### config.mk
export PLATFORM = sky130hd
export DESIGN_NAME = icache_fetch
export DESIGN_NICKNAME = d
export VERILOG_FILES = /design/src/rtl/icache_fetch.sv
export SDC_FILE = /design/constraint.sdc
export NUM_CORES = 1
export LEC_CHECK = 0
export BUFFER_PORTS_ARGS = -buffer_cell sky130_fd_sc_hd__buf_4
export CAP_MARGIN = 20
export CELL_PAD_IN_SITES_DETAIL_PLACEMENT = 2
export CELL_PAD_IN_SITES_GLOBAL_PLACEMENT = 2
export CORE_MARGIN = 1.5
export CORE_UTILIZATION = 30
export CTS_CLUSTER_SIZE = 10
export DETAILED_ROUTE_END_ITERATION = 8
export PLACE_DENSITY_LB_ADDON = 0.1
export SLEW_MARGIN = 20
export SYNTH_ARGS = -nofsm -noshare
export SYNTH_HDL_FRONTEND = slang
export SYNTH_SLANG_ARGS = --single-unit
### constraint.sdc
create_clock -name clk -period 6.4 [get_ports clk]
set_input_delay 0.32 -clock clk [delete_from_list [all_inputs] [get_ports clk]]
set_output_delay 0.32 -clock clk [all_outputs]
set_load 0.01 [all_outputs]
### src/rtl/icache_fetch.sv
// icache_fetch: direct-mapped instruction cache for the fetch stage.
// Hits are served combinationally; a miss fills one whole line via req/ack and data beats.
module icache_fetch #(
  parameter int WORD_SIZE      = 32,
  parameter int ADDR_WIDTH     = 32,
  parameter int LINES          = 4,
  parameter int WORDS_PER_LINE = 4
) (
  input  logic                  clk,
  input  logic                  rst,
  input  logic                  ReqF,
  input  logic [ADDR_WIDTH-1:0] AddrF,
  input  logic                  Invalidate,
  output logic [WORD_SIZE-1:0]  InstrF,
  output logic                  HitF,
  output logic                  CStall,
  output logic                  MemReq,
  output logic [ADDR_WIDTH-1:0] MemAddr,
  input  logic                  MemAck,
  input  logic                  MemValid,
  input  logic [WORD_SIZE-1:0]  MemData
);

  localparam int OffW = $clog2(WORDS_PER_LINE);
  localparam int IdxW = $clog2(LINES);
  localparam int LowW = OffW + 2;
  localparam int TagW = ADDR_WIDTH - IdxW - LowW;
  localparam logic [OffW-1:0] LastBeat = OffW'(WORDS_PER_LINE - 1);

  typedef enum logic [1:0] {
    IDLE,
    REQ,
    FILL
  } state_t;

  state_t state;

  logic [WORD_SIZE-1:0] dataArr [LINES][WORDS_PER_LINE];
  logic [TagW-1:0]      tagArr  [LINES];
  logic [LINES-1:0]     valid;

  logic [OffW-1:0] beatCnt;
  logic [IdxW-1:0] fillIdx;
  logic [TagW-1:0] fillTag;
  logic            invPend;

  logic [OffW-1:0] offset;
  logic [IdxW-1:0] index;
  logic [TagW-1:0] tag;
  logic            unusedAddr;

  assign offset     = AddrF[LowW-1:2];
  assign index      = AddrF[LowW+IdxW-1:LowW];
  assign tag        = AddrF[ADDR_WIDTH-1:LowW+IdxW];
  assign unusedAddr = ^AddrF[1:0];

  // Combinational lookup against the current valid/tag state
  always_comb begin
    HitF   = ReqF && (state == IDLE)
             && valid[index] && (tagArr[index] == tag);
    InstrF = HitF ? dataArr[index][offset] : '0;
    CStall = (ReqF && !HitF) || (state != IDLE);
  end

  // Line storage written one beat at a time; tag lands with the last beat
  always_ff @(posedge clk) begin
    if (state == FILL && MemValid) begin
      dataArr[fillIdx][beatCnt] <= MemData;
      if (beatCnt == LastBeat) begin
        tagArr[fillIdx] <= fillTag;
      end
    end
  end

  // Miss handling: request the line, collect beats, then validate it
  always_ff @(posedge clk or negedge rst) begin
    if (!rst) begin
      state   <= IDLE;
      valid   <= '0;
      MemReq  <= 1'b0;
      MemAddr <= '0;
      beatCnt <= '0;
      fillIdx <= '0;
      fillTag <= '0;
      invPend <= 1'b0;
    end else begin
      unique case (state)
        IDLE: begin
          if (Invalidate) begin
            valid <= '0;
          end
          if (ReqF && !HitF) begin
            fillIdx        <= index;
            fillTag        <= tag;
            valid[index]   <= 1'b0;
            MemAddr        <= {tag, index, {LowW{1'b0}}};
            MemReq         <= 1'b1;
            state          <= REQ;
          end
        end
        REQ: begin
          if (Invalidate) begin
            invPend <= 1'b1;
          end
          if (MemAck) begin
            MemReq  <= 1'b0;
            beatCnt <= '0;
            state   <= FILL;
          end
        end
        FILL: begin
          if (Invalidate) begin
            invPend <= 1'b1;
          end
          if (MemValid) begin
            beatCnt <= beatCnt + 1'b1;
            if (beatCnt == LastBeat) begin
              state   <= IDLE;
              invPend <= 1'b0;
              if (invPend || Invalidate) begin
                valid <= '0;
              end else begin
                valid[fillIdx] <= 1'b1;
              end
            end
          end
        end
        default: begin
          state <= IDLE;
        end
      endcase
    end
  end

endmodule
==> impl_metrics.json, run 1 <==
{
  "status": "completed",
  "async_flop_share": 0.05810,
  "tns_ps": 0,
  "critPathCaptureType": "primary output",
  "p_int_w": 0.007692,
  "grt_pass1_wl_um": 96480,
  "h-tree-depth": 3,
  "crit_path_max_incr_delay_ps": 630,
  "io_pins": 137,
  "clk_path_buf_depth": 3,
  "finalNonFillerCells": 2521,
  "grt_pass1_vias": 13840,
  "gp_congestion": 0.6636,
  "skew_ps": 19.94,
  "cpMostUsedCell": "buf_4",
  "period_share": 0.6353,
  "start_util": 0.3043,
  "cp.required_ps": 6080,
  "wl_per_cell_um": 26.11,
  "route.detailed.drc": 0,
  "drive_above_1_share": 0.3348,
  "min_path_type": "in2reg",
  "fillers": 8100,
  "postRouteWirelength_um": 65820,
  "clockRootBuffer": "clkbuf_16",
  "layout.nets": 1431,
  "tritoncts": "yes",
  "synthFlopType": "edfxtp_1",
  "rsz0062_at_grt": "no",
  "syn2layout_area_growth_pct": 19.86,
  "clock_latency_ps": 610,
  "cellPowerDensity_mw_per_mm2": 328.0,
  "ys_warn_count": 0,
  "yosysSeqAreaShare": 0.7602,
  "combPwrFrac": 0.103,
  "die_h_um": 295.0,
  "hpwl_um": 33160,
  "die_w_um": 295.0,
  "dp.cells": 2353,
  "synthDistinctLibCells": 56,
  "path_buf_inv": 4,
  "rows": 106,
  "setup-violations-final": 0,
  "grt_antenna_before_repair": 4,
  "leakagePower_nw": 9.973,
  "timing_worst_setup_path_type": "in2out",
  "synth_edf_count": 616,
  "max_freq_mhz": 245.9,
  "grt_use_total": 0.1549,
  "power_switching_share": 0.2352,
  "cp_slowest_cell": "mux4_1",
  "drtIter0Drc": 687,
  "hold_violations": 0,
  "maxCapViolations": 0,
  "drtAntennaViolNets": 0,
  "path_cells": "buf_8, buf_16, mux4_1, xnor2_1, nand4_1, nor4_4, nand4_4, buf_4, nor2b_1, buf_4",
  "die-area_sq_mm": 0.08704,
  "grt_max_degree": 86,
  "vias": 12100,
  "synth.avg_cell_area_sq_um": 22.84,
  "post-route-min-period_ps": 4066,
  "clk_pin_slew_ps": 60,
  "synthCells": 1120,
  "synth_area_sq_mm": 0.02558,
  "post_drt_via_cell_ratio": 4.799,
  "cts_buffers": 77,
  "irDropWorstVdd_mv": 0.1818,
  "cts_num_sinks": 654,
  "fp.coreArea_sq_mm": 0.08409,
  "crit_path_start_kind": "primary input",
  "power.switching_w": 0.002366,
  "crit_fanout": 58,
  "path_delay_family": "buffers and inverters",
  "drt_pass1_iterations": 4,
  "grt_overflow_total": 0,
  "slew_headroom": 0.2899,
  "tightest_slew_ps": 1065,
  "cts_setup_buffers": 0,
  "synth_seq_cells": 654,
  "power_frac_seq": 0.512,
  "cp.arrival_ps": 3750,
  "drv_slew": 0,
  "power.clock.fraction": 0.386,
  "port_buffers": 130
}
-- metal layers --
layer / global-route usage / vias up / part of all wire
met4: 0.03615 / 2 / 0.019
li1: - / 5151 / -
met5: 0 / - / 0.00020
met3: 0.03112 / 94 / 0.042
met2: 0.2615 / 237 / 0.50
met1: 0.2057 / 6615 / 0.44
-- sequential cells by signal, indices dropped and copies added (netlist names) --
register and flops:
invPend 1, beatCnt 2, fillIdx 1, MemAddr 1, dataArr 512, valid 4
tagArr 104, MemReq 1, state 2, fillTag 26
-- cell families after synthesis --
kind of cell	count (synthesis)	share of synthesized area
other	1	0.0001466
xor gates and xnor gates	24	0.008216
DFF	654	0.7602
and+or+nand+nor	87	0.01941
muxes	228	0.1794
adders and majority gates	7	0.003423
buffers and inverters	71	0.01492
AOI/OAI and AO/OA	48	0.01428
-- worst paths after layout --
path                                   to  slack (ps)         from  cells after the start
max                            InstrF[20]        2330     AddrF[4]                     10
min                        dataArr[0][78]          30  MemData[14]                      1
max reg2reg                dataArr[3][10]        3110     state[0]                      5
min reg2reg                        MemReq         540       MemReq                      2
max in group asynchronous      fillTag[5]        5760          rst                      2
min in group asynchronous        state[0]         250          rst                      2
-- cell usage in the layout (no fill, tap or decap), types with 7 or more instances in the layout --
cell,synthesis,final
dlygate4sd3_1,0,55
inv_1,14,14
buf_4,8,150
mux2_4,18,18
xnor2_1,20,20
nor2b_1,30,30
dfrtp_1,38,38
mux2_2,11,11
mux4_2,171,171
nand2_1,12,12
nor2_4,0,14
ha_1,7,7
mux2i_1,24,24
edfxtp_1,616,616
clkbuf_16,0,79
clkbuf_1,29,22
-- power by group through the flow --
stage | logic (W) | clock network [W] | registers [W]
after global routing | 0.00113 | 0.00416 | 0.00518
after CTS | 0.00107 | 0.00403 | 0.00515
after detailed placement | 0.00104 | 0 | 0.00524
final | 0.00103 | 0.00388 | 0.00515
after floorplan | 0.000563 | 0 | 0.00520
after global placement | 0.00103 | 0 | 0.00522
-- metrics by stage --
step	total power, W	hold WS, ps	setup slack, ps	util	area (sq um)
global placement	0.006248	383.2	1926	0.3325	27960
CTS	0.01025	0.03925	1884	0.3643	30630
floorplan	0.005768	24.41	823.1	-	25600
finish	0.01006	26.72	2334	0.3647	30660
detailed placement	0.006280	385.2	1885	0.3325	27960
global route	0.01046	11.33	1912	0.3647	30660
-- what timing repair did --
action | 4_1_cts | 5_1_grt
endpoints found under the hold margin | 423 | 0
hold buffers | 55 | 0
resized for setup | 0 | 0
-- Yosys cell counts (all sizes together) (3+ instances only) --
cell	count	area, sq um
edfxtp	616	18500
mux4	175	3956
dfrtp	38	950.9
nor2b	30	187.7
clkbuf	29	108.9
mux2	29	394.1
buf	27	216.5
mux2i	24	240.2
nor2	20	75.07
xnor2	20	175.2
inv	15	56.30
nand2	12	45.04
ha	7	87.58
o21ai	7	35.03
a211oi	6	45.04
nor3	6	30.03
a31oi	5	31.28
nand3	5	37.54
nand4	5	46.29
a21oi	4	20.02
o22ai	4	25.02
xor2	4	35.03
a22o	3	26.28
and2b	3	22.52
-- final cells by class --
class                      count  area, sq um  area share
sequential                   654        19450      0.6342
multi-input combinational    398         5881      0.1918
clock buffer                 101         2059     0.06716
timing repair buffer         208         1730     0.05643
tap                         1134         1419     0.04627
clock inverter                10        67.56    0.002203
inverter                      15        56.30    0.001836
antenna                        1        2.502  0.00008161
-- worst register-to-register path, cell delays in order (launching register included) --
cell     delay, ps
dfrtp_1        400
inv_1           90
ha_1           370
nand3_1        430
nor2_4         690
buf_4          870
Power figures use the tool's default switching activity.
==> run 2: changes to the inputs <==
==> constraint.sdc (replaced) <==
create_clock -name clk -period 3.4 [get_ports clk]
set_input_delay 0.17 -clock clk [delete_from_list [all_inputs] [get_ports clk]]
set_output_delay 0.17 -clock clk [all_outputs]
set_load 0.01 [all_outputs]
==> run 2 against run 1 <==
  * Sequential power is 88% higher
  * Final area is 2.5% higher
  * Global-route usage grew 0.41 points
  * Sequential cell count stayed put
  * Total power rose by 94%
  * Cell count up 1.8%
  * Clock-buffer cell count grew 7
  * Clock power increased by 99%
  * Via count up 1.4%
  * First-iteration DRC count rose by 13%
  * Clock skew about the same
  * Register-to-register slack lost 2700 ps
  * Critical path type is now reg2out
==> impl_metrics.json, run 2 (same netlist as run 1, synthesis figures left out) <==
{
  "cp.arrival_ps": 3090,
  "io_pins": 137,
  "clk_pin_slew_ps": 60,
  "skew_ps": 19.68,
  "p_int_w": 0.01487,
  "grt_overflow_total": 0,
  "syn2layout_area_growth_pct": 22.89,
  "drtIter0Drc": 779,
  "clk_path_buf_depth": 3,
  "tightest_slew_ps": 829.1,
  "power_switching_share": 0.2362,
  "crit_path_max_incr_delay_ps": 520,
  "tritoncts": "yes",
  "finalHoldWorstSlack_ps": 103.2,
  "tns_ps": 0,
  "crit_path_start_kind": "flip-flop",
  "rsz0062_at_grt": "yes",
  "setup-violations-final": 0,
  "grt_antenna_before_repair": 3,
  "grt_pass1_vias": 14280,
  "power.clock.fraction": 0.397,
  "status": "completed",
  "irDropWorstVdd_mv": 0.5352,
  "drtAntennaViolNets": 0,
  "slew_headroom": 0.4473,
  "route.detailed.drc": 0,
  "final_cell_mix": "edfxtp_1 (616), mux4_2 (174), buf_4 (151), clkbuf_16 (82), dlygate4sd3_1 (65)",
  "max_freq_mhz": 306.9,
  "h-tree-depth": 3,
  "layout.nets": 1465,
  "grt_use_total": 0.1589,
  "timing_worst_setup_path_type": "reg2out",
  "cts_num_sinks": 654,
  "cp.required_ps": 3230,
  "grt_max_degree": 118,
  "fillers": 8025,
  "fp.coreArea_sq_mm": 0.08409,
  "cellPowerDensity_mw_per_mm2": 619.3,
  "clock_latency_ps": 620,
  "rows": 106,
  "drive_above_1_share": 0.3520,
  "hpwl_um": 35810,
  "drv_slew": 0,
  "min_path_type": "in2async",
  "die_h_um": 295.0,
  "power.switching_w": 0.004598,
  "cp_slowest_cell": "mux4_2",
  "top_regs": "dataArr x512, tagArr x104, fillTag x26",
  "gp_congestion": 0.6530,
  "grt_pass1_wl_um": 99380,
  "crit_fanout": 8,
  "utilization": 0.3739,
  "postRouteWirelength_um": 67260,
  "die-area_sq_mm": 0.08704,
  "leakagePower_nw": 10.30,
  "regMostFlops": "dataArr",
  "start_util": 0.3043,
  "post_drt_via_cell_ratio": 4.782,
  "path_cells": "mux4_2, xnor2_2, nand4_1, nor4_4, nand4_4, buf_12, buf_8, and2b_1, buf_4",
  "port_buffers": 130,
  "period_share": 0.9583,
  "clockRootBuffer": "clkbuf_16",
  "final_cell_area_sq_mm": 0.03144,
  "diodes": 0,
  "post-route-min-period_ps": 3258,
  "maxCapViolations": 0,
  "critPathCaptureType": "primary output",
  "combPwrFrac": 0.106,
  "power_frac_seq": 0.497,
  "cts_buffers": 79,
  "drt_pass1_iterations": 4,
  "wl_per_cell_um": 26.21,
  "die_w_um": 295.0,
  "final_common_cell": "edfxtp_1",
  "hold_violations": 0,
  "largest_register_ffs": 512,
  "vias": 12270,
  "placed_area_sq_mm": 0.02835
}
==> run 2: metrics by stage <==
step | power, W | cells | setup WS, ps
after floorplan | 0.01086 | 1123 | -621.1
after global placement | 0.01182 | 2374 | -4.576
after detailed placement | 0.01188 | 2374 | -48.16
after CTS | 0.01981 | 2565 | -11.09
after global routing | 0.02026 | 2566 | -35.54
final | 0.01947 | 2566 | 141.9
==> run 2: path summary, 6_finish.rpt <==
path                       slack (ps)           from           to  cells past startpoint
max in group asynchronous        2870            rst  fillTag[23]                      2
setup / recovery                  140  tagArr[2][19]   InstrF[31]                      9
setup reg to reg                  430  tagArr[2][19]  fillTag[23]                     10
hold / removal                    100            rst   fillTag[3]                      2
min in group clk                  160       AddrF[5]   MemAddr[5]                      4
hold reg to reg                   540         MemReq       MemReq                      2
==> run 2: critical path, delay by kind of cell, from the launching register on <==
kind / cells / cell delay (ps)
and+or+nand+nor: 4 / 940
muxes: 1 / 520
buffers and inverters: 3 / 480
DFF: 1 / 370
xor gates and xnor gates: 1 / 150
==> run 2: layer usage <==
layer	part of all wire	track usage	routed length (um)	up-vias
li1	-	-	-	5224
met1	0.44	0.2082	29480	6740
met2	0.51	0.2748	34440	206
met3	0.030	0.02684	2033	96
met4	0.019	0.03865	1284	4
met5	0.00034	0	23	-
==> run 2: repair_timing <==
item / 4_1_cts / 5_1_grt
resized for setup: 20 / 5
pin swaps: 5 / 3
endpoints found under the setup margin: 33 / 22
buffers inserted: 2 / 0
hold endpoints to repair: 586 / 0
hold buffers: 65 / 0
cloned: 0 / 1
==> run 2: cell type report <==
cell class,instances,area [sq um],share of cell area
inverters,15,56.30,0.001791
multi-input cells,398,5951,0.1893
clock inverters,17,186.4,0.005929
repair buffers,240,2242,0.07131
flip-flops and latches,654,19450,0.6186
clock buffers,108,2138,0.06801
well taps,1134,1419,0.04513
==> run 2: power by group through the flow <==
| stage | clock, W | combinational [W] | sequential (W) |
|---|---|---|---|
| 6_report | 0.00773 | 0.00205 | 0.00969 |
| 5_1_grt | 0.00827 | 0.00224 | 0.00975 |
| 4_1_cts | 0.00800 | 0.00211 | 0.00970 |
| 3_5_place_dp | 0 | 0.00202 | 0.00987 |
| 3_3_place_gp | 0 | 0.00199 | 0.00983 |
| 2_1_floorplan | 0 | 0.00106 | 0.00980 |
